--- config.mk ---
export PLATFORM = sky130hd
export DESIGN_NAME = seven_segment_capture_flat
export DESIGN_NICKNAME = d
export VERILOG_FILES = /design/src/rtl/seven_segment_capture_if.sv /design/src/rtl/seven_segment_capture.sv /design/src/flat_wrapper.sv
export SDC_FILE = /design/constraint.sdc
export NUM_CORES = 1
export LEC_CHECK = 0
export ABC_AREA = 0
export BUFFER_PORTS_ARGS = -buffer_cell sky130_fd_sc_hd__buf_2
export CORE_MARGIN = 2
export CORE_UTILIZATION = 50
export DETAILED_ROUTE_END_ITERATION = 7
export MAX_ROUTING_LAYER = met4
export PLACE_DENSITY = 0.73
export SLEW_MARGIN = 15
export SYNTH_ARGS = -nofsm -noshare
export SYNTH_HDL_FRONTEND = slang
export SYNTH_SLANG_ARGS = --single-unit
--- constraint.sdc ---
create_clock -name clk -period 8.6 [get_ports clk]
set_clock_uncertainty 0.1 [all_clocks]
set_input_delay 0.86 -clock clk [delete_from_list [all_inputs] [get_ports clk]]
set_output_delay 0.86 -clock clk [all_outputs]
set_load 0.02 [all_outputs]
--- src/rtl/seven_segment_capture_if.sv ---
// Bundle of the multiplexed display bus and the recovered-frame handshake.
// master = panel/consumer side, slave = capture block.
interface seven_segment_capture_if #(
  parameter int NUM_DIGITS = 4
);
  logic [6:0]              segment;
  logic [NUM_DIGITS-1:0]   anode;
  logic [4*NUM_DIGITS-1:0] frame_data;
  logic                    frame_valid;
  logic                    frame_ready;
  logic                    pattern_err;
  logic                    overrun;

  modport master (
    output segment, anode, frame_ready,
    input  frame_data, frame_valid, pattern_err, overrun
  );

  modport slave (
    input  segment, anode, frame_ready,
    output frame_data, frame_valid, pattern_err, overrun
  );
endinterface

--- src/rtl/seven_segment_capture.sv ---
// Recovers hex nibbles from a multiplexed 7-segment bus and presents whole frames on valid/ready.
// Define SEG_ACTIVE_LOW_EN for common-anode panels (segment and anode inverted at the input stage).
module seven_segment_capture #(
  parameter int NUM_DIGITS    = 4,
  parameter int STABLE_CYCLES = 4
) (
  input  logic                  clk,
  input  logic                  rst,
  seven_segment_capture_if.slave bus
);

  localparam int CNT_W = (STABLE_CYCLES > 2) ? $clog2(STABLE_CYCLES) : 1;
  localparam logic [CNT_W-1:0] CNT_FIRE = CNT_W'(STABLE_CYCLES - 2);
  localparam logic [CNT_W-1:0] CNT_MAX  = CNT_W'(STABLE_CYCLES - 1);

  typedef enum logic {
    COLLECT = 1'b0,
    PRESENT = 1'b1
  } state_t;

  // Returns {hit, nibble}; hit=0 for anything outside the hex glyph set.
  function automatic logic [4:0] hex_decode(input logic [6:0] seg);
    logic [4:0] r;
    case (seg)
      7'b1111110: r = 5'h10;
      7'b0110000: r = 5'h11;
      7'b1101101: r = 5'h12;
      7'b1111001: r = 5'h13;
      7'b0110011: r = 5'h14;
      7'b1011011: r = 5'h15;
      7'b1011111: r = 5'h16;
      7'b1110000: r = 5'h17;
      7'b1111111: r = 5'h18;
      7'b1111011: r = 5'h19;
      7'b1110111: r = 5'h1A;
      7'b0011111: r = 5'h1B;
      7'b1001110: r = 5'h1C;
      7'b0111101: r = 5'h1D;
      7'b1001111: r = 5'h1E;
      7'b1000111: r = 5'h1F;
      default:    r = 5'h00;
    endcase
    return r;
  endfunction

  logic [6:0]            seg_in;
  logic [NUM_DIGITS-1:0] an_in;

`ifdef SEG_ACTIVE_LOW_EN
  assign seg_in = ~bus.segment;
  assign an_in  = ~bus.anode;
`else
  assign seg_in = bus.segment;
  assign an_in  = bus.anode;
`endif

  logic [6:0]            seg_p0_q, seg_p1_q;
  logic [NUM_DIGITS-1:0] an_p0_q,  an_p1_q;

  // Stage p0: registered pins; p1: previous sample for change detection
  always_ff @(posedge clk) begin
    if (rst) begin
      seg_p0_q <= '0;
      an_p0_q  <= '0;
      seg_p1_q <= '0;
      an_p1_q  <= '0;
    end else begin
      seg_p0_q <= seg_in;
      an_p0_q  <= an_in;
      seg_p1_q <= seg_p0_q;
      an_p1_q  <= an_p0_q;
    end
  end

  logic [CNT_W-1:0] cnt_q, cnt_d;
  logic             changed;
  logic             sel_ok;
  logic             fire;
  logic [4:0]       decoded;
  logic             hit;
  logic [3:0]       nibble;
  logic             blank;
  logic             capture;

  assign changed = {an_p0_q, seg_p0_q} != {an_p1_q, seg_p1_q};
  assign sel_ok  = $onehot(an_p0_q);
  assign decoded = hex_decode(seg_p0_q);
  assign hit     = decoded[4];
  assign nibble  = decoded[3:0];
  assign blank   = (seg_p0_q == 7'b0000000);

  // Dwell counter saturates, so the FIRE value is crossed exactly once per dwell.
  always_comb begin
    cnt_d = cnt_q;
    fire  = 1'b0;
    if (!sel_ok || changed) begin
      cnt_d = '0;
    end else if (cnt_q != CNT_MAX) begin
      cnt_d = cnt_q + CNT_W'(1);
      fire  = (cnt_q == CNT_FIRE);
    end
  end

  assign capture = fire && hit;

  state_t                      state_q, state_d;
  logic [NUM_DIGITS-1:0]       mask_q, mask_d;
  logic [NUM_DIGITS-1:0][3:0]  shadow_q, shadow_d;
  logic [4*NUM_DIGITS-1:0]     frame_data_q, frame_data_d;
  logic                        frame_valid_q, frame_valid_d;
  logic                        pattern_err_q, pattern_err_d;
  logic                        overrun_q, overrun_d;
  logic                        mask_full;
  logic                        handshake;
  logic                        load;

  assign mask_full = &mask_q;
  assign handshake = frame_valid_q && bus.frame_ready;

  always_comb begin
    state_d       = state_q;
    frame_data_d  = frame_data_q;
    frame_valid_d = frame_valid_q;
    overrun_d     = overrun_q;
    load          = 1'b0;
    case (state_q)
      COLLECT: begin
        if (mask_full) begin
          load          = 1'b1;
          frame_valid_d = 1'b1;
          state_d       = PRESENT;
        end
      end
      PRESENT: begin
        // A full mask waits (mask kept) until the consumer frees the output register.
        if (handshake && mask_full) begin
          load = 1'b1;
        end else if (handshake) begin
          frame_valid_d = 1'b0;
          state_d       = COLLECT;
        end else if (mask_full) begin
          overrun_d = 1'b1;
        end
      end
      default: begin
        state_d = COLLECT;
      end
    endcase
    if (load) begin
      frame_data_d = shadow_q;
    end
  end

  always_comb begin
    shadow_d      = shadow_q;
    mask_d        = load ? '0 : mask_q;
    pattern_err_d = fire && !hit && !blank;
    if (capture) begin
      for (int i = 0; i < NUM_DIGITS; i++) begin
        if (an_p0_q[i]) begin
          shadow_d[i] = nibble;
          mask_d[i]   = 1'b1;
        end
      end
    end
  end

  // Stage p1 outputs: dwell state, shadow frame, presented frame
  always_ff @(posedge clk) begin
    if (rst) begin
      state_q       <= COLLECT;
      cnt_q         <= '0;
      mask_q        <= '0;
      shadow_q      <= '0;
      frame_data_q  <= '0;
      frame_valid_q <= 1'b0;
      pattern_err_q <= 1'b0;
      overrun_q     <= 1'b0;
    end else begin
      state_q       <= state_d;
      cnt_q         <= cnt_d;
      mask_q        <= mask_d;
      shadow_q      <= shadow_d;
      frame_data_q  <= frame_data_d;
      frame_valid_q <= frame_valid_d;
      pattern_err_q <= pattern_err_d;
      overrun_q     <= overrun_d;
    end
  end

  assign bus.frame_data  = frame_data_q;
  assign bus.frame_valid = frame_valid_q;
  assign bus.pattern_err = pattern_err_q;
  assign bus.overrun     = overrun_q;

endmodule
--- src/flat_wrapper.sv ---
// flat-port wrapper written by rule: the top's interface ports become plain ports
module seven_segment_capture_flat 
#(
  parameter int NUM_DIGITS    = 4,
  parameter int STABLE_CYCLES = 4
)
  (clk, rst, bus_segment, bus_anode, bus_frame_ready, bus_frame_data, bus_frame_valid, bus_pattern_err, bus_overrun);
  seven_segment_capture_if #(.NUM_DIGITS(NUM_DIGITS)) bus_i ();
  input  logic clk;
  input  logic rst;
  input wire logic [$bits(bus_i.segment)-1:0] bus_segment;
  input wire logic [$bits(bus_i.anode)-1:0] bus_anode;
  input wire logic [$bits(bus_i.frame_ready)-1:0] bus_frame_ready;
  output wire logic [$bits(bus_i.frame_data)-1:0] bus_frame_data;
  output wire logic [$bits(bus_i.frame_valid)-1:0] bus_frame_valid;
  output wire logic [$bits(bus_i.pattern_err)-1:0] bus_pattern_err;
  output wire logic [$bits(bus_i.overrun)-1:0] bus_overrun;
  assign bus_i.segment = bus_segment;
  assign bus_i.anode = bus_anode;
  assign bus_i.frame_ready = bus_frame_ready;
  assign bus_frame_data = bus_i.frame_data;
  assign bus_frame_valid = bus_i.frame_valid;
  assign bus_pattern_err = bus_i.pattern_err;
  assign bus_overrun = bus_i.overrun;
  seven_segment_capture #(.NUM_DIGITS(NUM_DIGITS), .STABLE_CYCLES(STABLE_CYCLES)) u_core (.clk(clk), .rst(rst), .bus(bus_i));
endmodule
-- After elaboration in Yosys (flattened, before gate mapping)
Cells that the tools add are included.
- flip-flop bits (word level): 64
- bits of input ports: 14
- output and inout bits: 19
- logic and storage cells: 82
- add/sub/neg operators: 4
- eq/ne operators: 23
- mux-type cells: 19
- bitwise gates (word level): 3
- reductions and logical operators: 18
- operators by type and width (kind ; number):
    $eq A7 B7 Y1 const B ; 12
    $pmux W5 S16 ; 1
    $eq A7 B6 Y1 const B ; 3
    $mux W1 ; 13
    $ne A11 B11 Y1 ; 1
    $mux W4 ; 2
    $reduce_and A2 Y1 ; 4
    $eq A7 B5 Y1 const B ; 1
    $logic_not A7 Y1 ; 1
    $reduce_and A7 Y1 ; 1
    $ne A2 B2 Y1 const B ; 3
    $pmux W1 S2 ; 3
    $logic_and A1 B1 Y1 ; 5
    $add A1 B1 Y2 ; 2
    $reduce_and A4 Y1 ; 1
    $add A3 B3 Y3 ; 1
    $eq A3 B1 Y1 const B ; 1
    $logic_not A1 Y1 ; 3
    $not A1 Y1 ; 3
    $reduce_and A3 Y1 ; 1
    $add A2 B1 Y2 const B ; 1
    $eq A2 B2 Y1 const B ; 1
    $ne A2 B1 Y1 const B ; 1
    $reduce_or A2 Y1 ; 1
    $logic_or A1 B1 Y1 ; 1

-- Longest topological paths before layout
Gate-level depths: netlist (run 1).
- depth after elaboration: 8
- gate-level depth with buffers: 8
- depth with buffers taken out: 8

-- Worst setup path before layout (run 1)
OpenSTA, ideal clock, no wires.
- path type: reg2reg
- start point: reg u_core.an_p0_q[2]
- end point: reg u_core.shadow_q[11] (netlist name)
- library setup time: 86 ps
- arrival time: 2723 ps
- required time: 8414 ps
- path slack: 5691 ps
- stages on the path, launching flop included: 9
- buffers on the path: 0
- period minus slack after synthesis: 2909 ps
- path through: dfxtp_1 -> ha_1 -> ha_1 -> fa_1 -> or3b_4 -> nor4_4 -> and4_4 -> o311ai_4 -> a221oi_2
- longest elaborated chain between the ends: 8
- elaborated cells on any way between the ends: 9
- classes of those cells: 2 x add/sub; 2 x eq/ne; 1 x mux; 4 x reduce/logical
- RTL lines (what ; line ; text):
    from (decl) ; seven_segment_capture.sv:58 ; logic [NUM_DIGITS-1:0] an_p0_q, an_p1_q;
    from (signal assigned) ; seven_segment_capture.sv:69 ; an_p0_q <= an_in;
    $add A1 B1 Y2 (implied by the code) ; seven_segment_capture.sv:86 ; assign sel_ok = $onehot(an_p0_q);
    $add A3 B3 Y3 (implied by the code) ; seven_segment_capture.sv:86 ;
    $eq A3 B1 Y1 ; seven_segment_capture.sv:86 ;
    $logic_not A1 Y1 ; seven_segment_capture.sv:96 ; if (!sel_ok || changed) begin
    $logic_or A1 B1 Y1 ; seven_segment_capture.sv:96 ;
    $mux W1 ; seven_segment_capture.sv:96 ;
    $logic_and A1 B1 Y1 ; seven_segment_capture.sv:104 ; assign capture = fire && hit;
    $reduce_and A2 Y1 (no line) * ; - ;
    to (signal assigned) ; seven_segment_capture.sv:183 ; shadow_q <= shadow_d;
    to (decl) ; seven_segment_capture.sv:108 ; logic [NUM_DIGITS-1:0][3:0] shadow_q, shadow_d;
Every way passes the cells marked *; elsewhere a longest branch is shown, timed or not.
A chain may end at the register's enable or synchronous reset.

-- Final worst setup path (run 1)
- start point: reg u_core.an_p0_q[2]
- end point: reg u_core.shadow_q[14] (netlist name)
- longest elaborated chain between the ends: 8
- elaborated cells on any way between the ends: 9
- classes of those cells: 2 x add/sub; 2 x eq/ne; 1 x mux; 4 x reduce/logical
- RTL lines (what ; line):
    $add A1 B1 Y2 (implied by the code) ; seven_segment_capture.sv:86
    $add A3 B3 Y3 (implied by the code) ; seven_segment_capture.sv:86
    $eq A3 B1 Y1 ; seven_segment_capture.sv:86
    $logic_not A1 Y1 ; seven_segment_capture.sv:96
    $logic_or A1 B1 Y1 * ; seven_segment_capture.sv:96
    $mux W1 * ; seven_segment_capture.sv:96
    $logic_and A1 B1 Y1 * ; seven_segment_capture.sv:104
    $reduce_and A2 Y1 (no line) * ; -
Marked as above.

==> impl_results.md, run 1 <==
* Multiplexer share of the synthesized area at 0.0420
* Post-synthesis simple-gate area fraction at 0.233
* Synthesis-to-finish area growth at 12.5%
* Post-Syn Area at 2860 um^2
* CTS tree: yes
* GPL Wtd Cong at 0.887
* CP arrival at 3.31 ns
* Hpwl dp at 3.76 mm
* Postcts setup bufs at 0
* Row cnt at 27
* Type of origin of the critical path: flip-flop
* Syn_area_per_cell at 9.50 um^2
* Hold_buf cts at 0
* Most frequent CP cell: ha_1
* Initial Utilization at 0.519
* First-pass GRT wire length at 9.47 mm
* Hold WS at 0.351 ns
* Final setup viols at 0
* Residual DRC at 0
* H-tree Lvls at 3
* Final wirelength at 5.63 mm
* Max capacitance violation total at 0
* Slowest CP cell: dfxtp_1
* Leakage power at 1.28 nW
* Crit-path max FO at 5
* Ys flop type: dfxtp_1
* VDD IR max at 0.0846 mV
* Final #Nets at 346
* Initial antenna violation count at 0
* Post-route clock period utilization at 0.366
* Diodes inserted at 0
* Clk_lat worst skew at 0.34 ns
* Sequential-to-total area share from yosys stat at 0.448
* Grt met2 use at 0.294
* Most common cell in the synthesized netlist: dfxtp_1
* Commonest cells post-synth: dfxtp_1, nand2_1, a21oi_1
* Cell variety after synth at 52
* Global-route usage over all layers at 0.198
* Min cycle time layout at 3.15 ns
* Synth top area share at 0.448
* Tot Pwr at 600 uW
* Grt total ovfl at 0
* Die area at 6340 um^2
* Yosys Warn Count at 0
* Share of layout cells above drive strength 1 at 0.211
* Worst path cell trace: ha_1 > ha_1 > fa_1 > or3b_4 > nor4_4 > nand4_1 > a311oi_2 > mux2i_1
* Largest net degree at the start of global routing at 53
* Largest family of logic cells by synthesized area: simple AND/OR/NAND/NOR gates
* Resized cells post-CTS at 0
* Worst hold path class: flip-flop to flip-flop
* RSZ-0062 raised after global routing: false
* Crit end category: flip-flop
* Final setup margin at 5.45 ns
* Setup TNS at 0 ns
* Die Ht at 79.6 um
* Pre-CTS setup slack at 5.52 ns
* Grt met3 use at 0.0317
* WL per Instance at 14.0 um
* Crit Path Class: flip-flop to flip-flop
* Fmax at 317 MHz
* Hold Fails Final Rpt at 0
* Xor/xnor share of the synthesized area at 0.0368
* Worst slew pin tran at 0.780 ns
* Post-synthesis adder-cell area fraction at 0.0289
* Vias in the first global route at 2,060
* Critical Path RT at 8.75 ns
* Antenna viol nets, final at 0
* Critical path buffers and inverters at 0
* Clock transition at path regs at 0.07 ns
* Top delay family on crit path: adder cells
* Main area contributors after synthesis: dfxtp_1, nand2_1, a21oi_1
* CTS Sinks at 64
* Die W at 79.6 um
* 1st-iter DRT viols at 136
* Max_slew headroom at 0.480
* Outcome: completed
* Biggest area consumer among synthesized cells: dfxtp_1
* Clock Path Buffers at 2
* Cts bufs inserted at 9
* # port buffers at 32
* # IOs at 33
* Async set-reset flop share out of synthesis at 0
* Compound-gate portion of the synthesized area at 0.161
* Root Driver: clkbuf_8
* Flop and latch count out of synthesis at 64
* Crit-path max cell delay at 0.48 ns
* GR Util met1 at 0.260
* Cell Pwr Density at 187 nW/um^2
* Post-synth EDFFs at 0
* Placeable Area at 5510 um^2
* Post-Synthesis Net Count at 321
* Max-slew violations at 0
* Via density at 5.37
* Layer with the highest usage: met2
* DRT Pass-1 Iters at 4
* DR vias at 2,166
* Cells after synthesis at 301
cells in the final DEF, fill, tap and decap left out, types with 5 or more instances in the layout:
cell type and count:
nor2b_1 18, ha_1 5, xor2_1 12, nand2_1 58, dfxtp_1 64, nand4_1 5, nor2_1 15, mux2i_1 12
inv_1 10, buf_2 32, a21oi_1 27, clkbuf_8 10
worst register-to-register path, stage by stage, from the launching register on:
cell and delay [ns]:
dfxtp_1 0.48, ha_1 0.29, ha_1 0.21, fa_1 0.44, or3b_4 0.42, nor4_4 0.27, nand4_1 0.19, a311oi_2 0.43
mux2i_1 0.25
worst paths after layout:
path | slack (ns) | to | cells past startpoint | from
min | 0.35 | u_core.bus.frame_data[5]$_SDFFE_PP0P_ | 2 | u_core.bus.frame_data[5]$_SDFFE_PP0P_
min reg2reg | 0.35 | u_core.bus.frame_data[5]$_SDFFE_PP0P_ | 2 | u_core.bus.frame_data[5]$_SDFFE_PP0P_
max reg2reg | 5.45 | u_core.shadow_q[14]$_SDFFE_PP0P_ | 8 | u_core.an_p0_q[2]$_SDFF_PP0_
max | 5.45 | u_core.shadow_q[14]$_SDFFE_PP0P_ | 8 | u_core.an_p0_q[2]$_SDFF_PP0_
through the flow:
stage	instances	util	cell area, um^2
after floorplan	301	-	2860
after global placement	387	0.548	3020
after detailed placement	387	0.548	3020
after CTS	403	0.584	3210
after global routing	403	0.584	3220
final	403	0.584	3220
state kept, by name, indices dropped and copies added, names as in the netlist:
name,cells
u_core.an_p0_q,4
u_core.shadow_q,16
u_core.bus.overrun,1
u_core.bus.pattern_err,1
u_core.an_p1_q,4
u_core.bus.frame_data,16
u_core.seg_p1_q,7
u_core.cnt_q,2
u_core.bus.frame_valid,1
u_core.state_q,1
u_core.mask_q,4
u_core.seg_p0_q,7
logic make-up after synthesis:
logic type	count (synthesis)
and+or+nand+nor	122
DFF	64
AOI/OAI and AO/OA	55
buffers and inverters	30
xor gates and xnor gates	12
muxes	12
adders and majority gates	6
routing by layer:
metal,wire length [um],part of all wire,vias up
met3,320,0.057,7
met5,0,0,-
met2,2570,0.46,55
li1,-,-,1091
met4,96,0.017,0
met1,2640,0.47,1013
final cells by class:
cell class | count | area (um^2)
fill | 498 | 2290
clock inverter | 5 | 56.3
clock buffer | 11 | 141
sequential | 64 | 1280
inverter | 11 | 41.3
tap | 72 | 90.1
multi-input combinational | 207 | 1440
timing repair buffer | 33 | 168
power breakdown:
part           internal (mW)  total (mW)  switching (mW)  leakage (nW)
registers              0.301       0.310         0.00918         0.520
clock network          0.141       0.254           0.113        0.0993
logic                 0.0158      0.0357          0.0199         0.665
total                  0.458       0.600           0.142          1.28
(Power assumes the default switching activity.)
==> inputs of run 2 (changes only) <==
- clock period: 8.6 -> 3.1 ns (I/O delays scaled with it)
==> run 2 against run 1 <==
Worst setup slack got worse by 5.3 ns. Largest cell class unchanged. Register-to-register slack got worse by 5.3 ns. Sequential share of layout area is 0.39 points lower. Final cell count grew 1.2%. Highest routed layer unchanged.
==> impl_results.md, run 2 (synthesis results as in run 1) <==
* Cts bufs inserted at 9
* Most common cell after layout, fill and taps aside: dfxtp_1
* FF-to-FF Start: u_core.an_p0_q[3]$_SDFF_PP0_
* Crit end category: flip-flop
* Most frequent CP cell: ha_1
* Clk_lat worst skew at 0.34 ns
* Placeable Area at 5510 um^2
* Die area at 6340 um^2
* R2R Setup Slk at 0.15 ns
* DR vias at 2,143
* Commonest non-fill, non-tap cells in the layout: dfxtp_1, nand2_1, buf_2
* Critical Path Start: u_core.an_p0_q[3]$_SDFF_PP0_
* WL per Instance at 13.6 um
* Hold Fails Final Rpt at 0
* Residual DRC at 0
* Die Ht at 79.6 um
* Max-slew violations at 0
* Share of layout cells above drive strength 1 at 0.223
* Synthesis-to-finish area growth at 13.7%
* Non-Filler Instances at 408
* Crit Path Class: flip-flop to flip-flop
* Initial antenna violation count at 0
* Cell Pwr Density at 514 nW/um^2
* Placed cell areas at 3050 um^2
* Row cnt at 27
* Worst path cell trace: ha_1 > ha_1 > fa_1 > or3b_4 > nor4_4 > and4_4 > o311ai_4 > a221oi_2
* Root Driver: clkbuf_8
* # port buffers at 32
* Final wirelength at 5.54 mm
* Final instance area at 3250 um^2
* CTS tree: yes
* Postcts setup bufs at 0
* Post-Place Cells at 392
* Worst hold start: bus_frame_ready
* Slowest CP cell: fa_1
* Max capacitance violation total at 0
* Hold_buf cts at 0
* Leakage power at 1.31 nW
* # IOs at 33
* Worst slew pin tran at 0.780 ns
* 1st-iter DRT viols at 101
* Type of origin of the critical path: flip-flop
* Crit-path max FO at 5
* Final setup viols at 0
* Crit-path max cell delay at 0.43 ns
* GPL Wtd Cong at 0.842
* Die W at 79.6 um
* Fmax at 339 MHz
* Largest net degree at the start of global routing at 37
* Worst hold stages at 2
* Antenna viol nets, final at 0
* R2r worst-path depth at 8
* Post-route clock period utilization at 0.952
* Hold Path Sink: u_core.bus.frame_valid$_SDFFE_PP0P_
* DRT Pass-1 Iters at 5
* Critical Path RT at 3.26 ns
* Grt total ovfl at 0
* Max_slew headroom at 0.480
* Clock Path Buffers at 2
* Global-route usage over all layers at 0.204
* FF-to-FF End: u_core.shadow_q[11]$_SDFFE_PP0P_
* Initial Utilization at 0.519
* Worst hold path class: primary input to flip-flop
* Diodes inserted at 0
* CP arrival at 3.11 ns
* CTS Sinks at 64
* Critical path buffers and inverters at 0
* Min cycle time layout at 2.95 ns
* Vias in the first global route at 1,983
* Clock transition at path regs at 0.07 ns
* H-tree Lvls at 3
* RSZ-0062 raised after global routing: true
* First-pass GRT wire length at 9.63 mm
* Outcome: completed
* Top delay family on crit path: simple AND/OR/NAND/NOR gates
* Final #Nets at 351
* Via density at 5.25
* Hpwl dp at 3.88 mm
* VDD IR max at 0.323 mV
==> run 2: cell type report <==
type	count	area, um^2
multi-input cells	207	1440
well taps	72	90.1
clock inverters	5	56.3
inverters	11	41.3
clock buffers	11	141
fillers	473	2250
repair buffers	38	205
flip-flops and latches	64	1280
==> run 2: report_power, final <==
part / internal, mW / switching (mW)
clock: 0.392 / 0.315
combinational: 0.0468 / 0.0588
sequential: 0.836 / 0.0225
total: 1.27 / 0.396
==> run 2: how the worst max path moves through the flow <==
stage / to / slack [ns] / depth (start not counted)
after floorplan: u_core.shadow_q[11]$_SDFFE_PP0P_ / 0.19 / 8
after global placement: u_core.shadow_q[11]$_SDFFE_PP0P_ / 0.16 / 8
after detailed placement: u_core.shadow_q[11]$_SDFFE_PP0P_ / 0.09 / 8
after CTS: u_core.shadow_q[11]$_SDFFE_PP0P_ / 0.07 / 8
after global routing: u_core.shadow_q[15]$_SDFFE_PP0P_ / -0.02 / 8
final: u_core.shadow_q[11]$_SDFFE_PP0P_ / 0.15 / 8
==> run 2: metal layers <==
| layer | track usage | share of wire | vias up |
|---|---|---|---|
| li1 | - | - | 1098 |
| met1 | 0.272 | 0.49 | 999 |
| met2 | 0.295 | 0.45 | 36 |
| met3 | 0.0509 | 0.044 | 10 |
| met4 | 0.0879 | 0.019 | 0 |
| met5 | - | 0 | - |
==> run 2: through the flow <==
step | setup WS [ns] | hold slack [ns] | power, mW | TNS, ns | util
CTS | 0.0670 | 0.0650 | 1.69 | 0 | 0.590
finish | 0.148 | 0.0736 | 1.67 | 0 | 0.591
global placement | 0.159 | 0.339 | 0.979 | 0 | 0.554
floorplan | 0.191 | 0.325 | 0.958 | 0 | -
global route | -0.0240 | 0.0699 | 1.74 | -0.0448 | 0.591
detailed placement | 0.0918 | 0.344 | 0.982 | 0 | 0.554
==> run 2: timing repair <==
action / 4_1_cts / 5_1_grt
gates resized for setup: 0 / 1
endpoints found under the hold margin: 0 / 0
setup endpoints to repair: 0 / 6
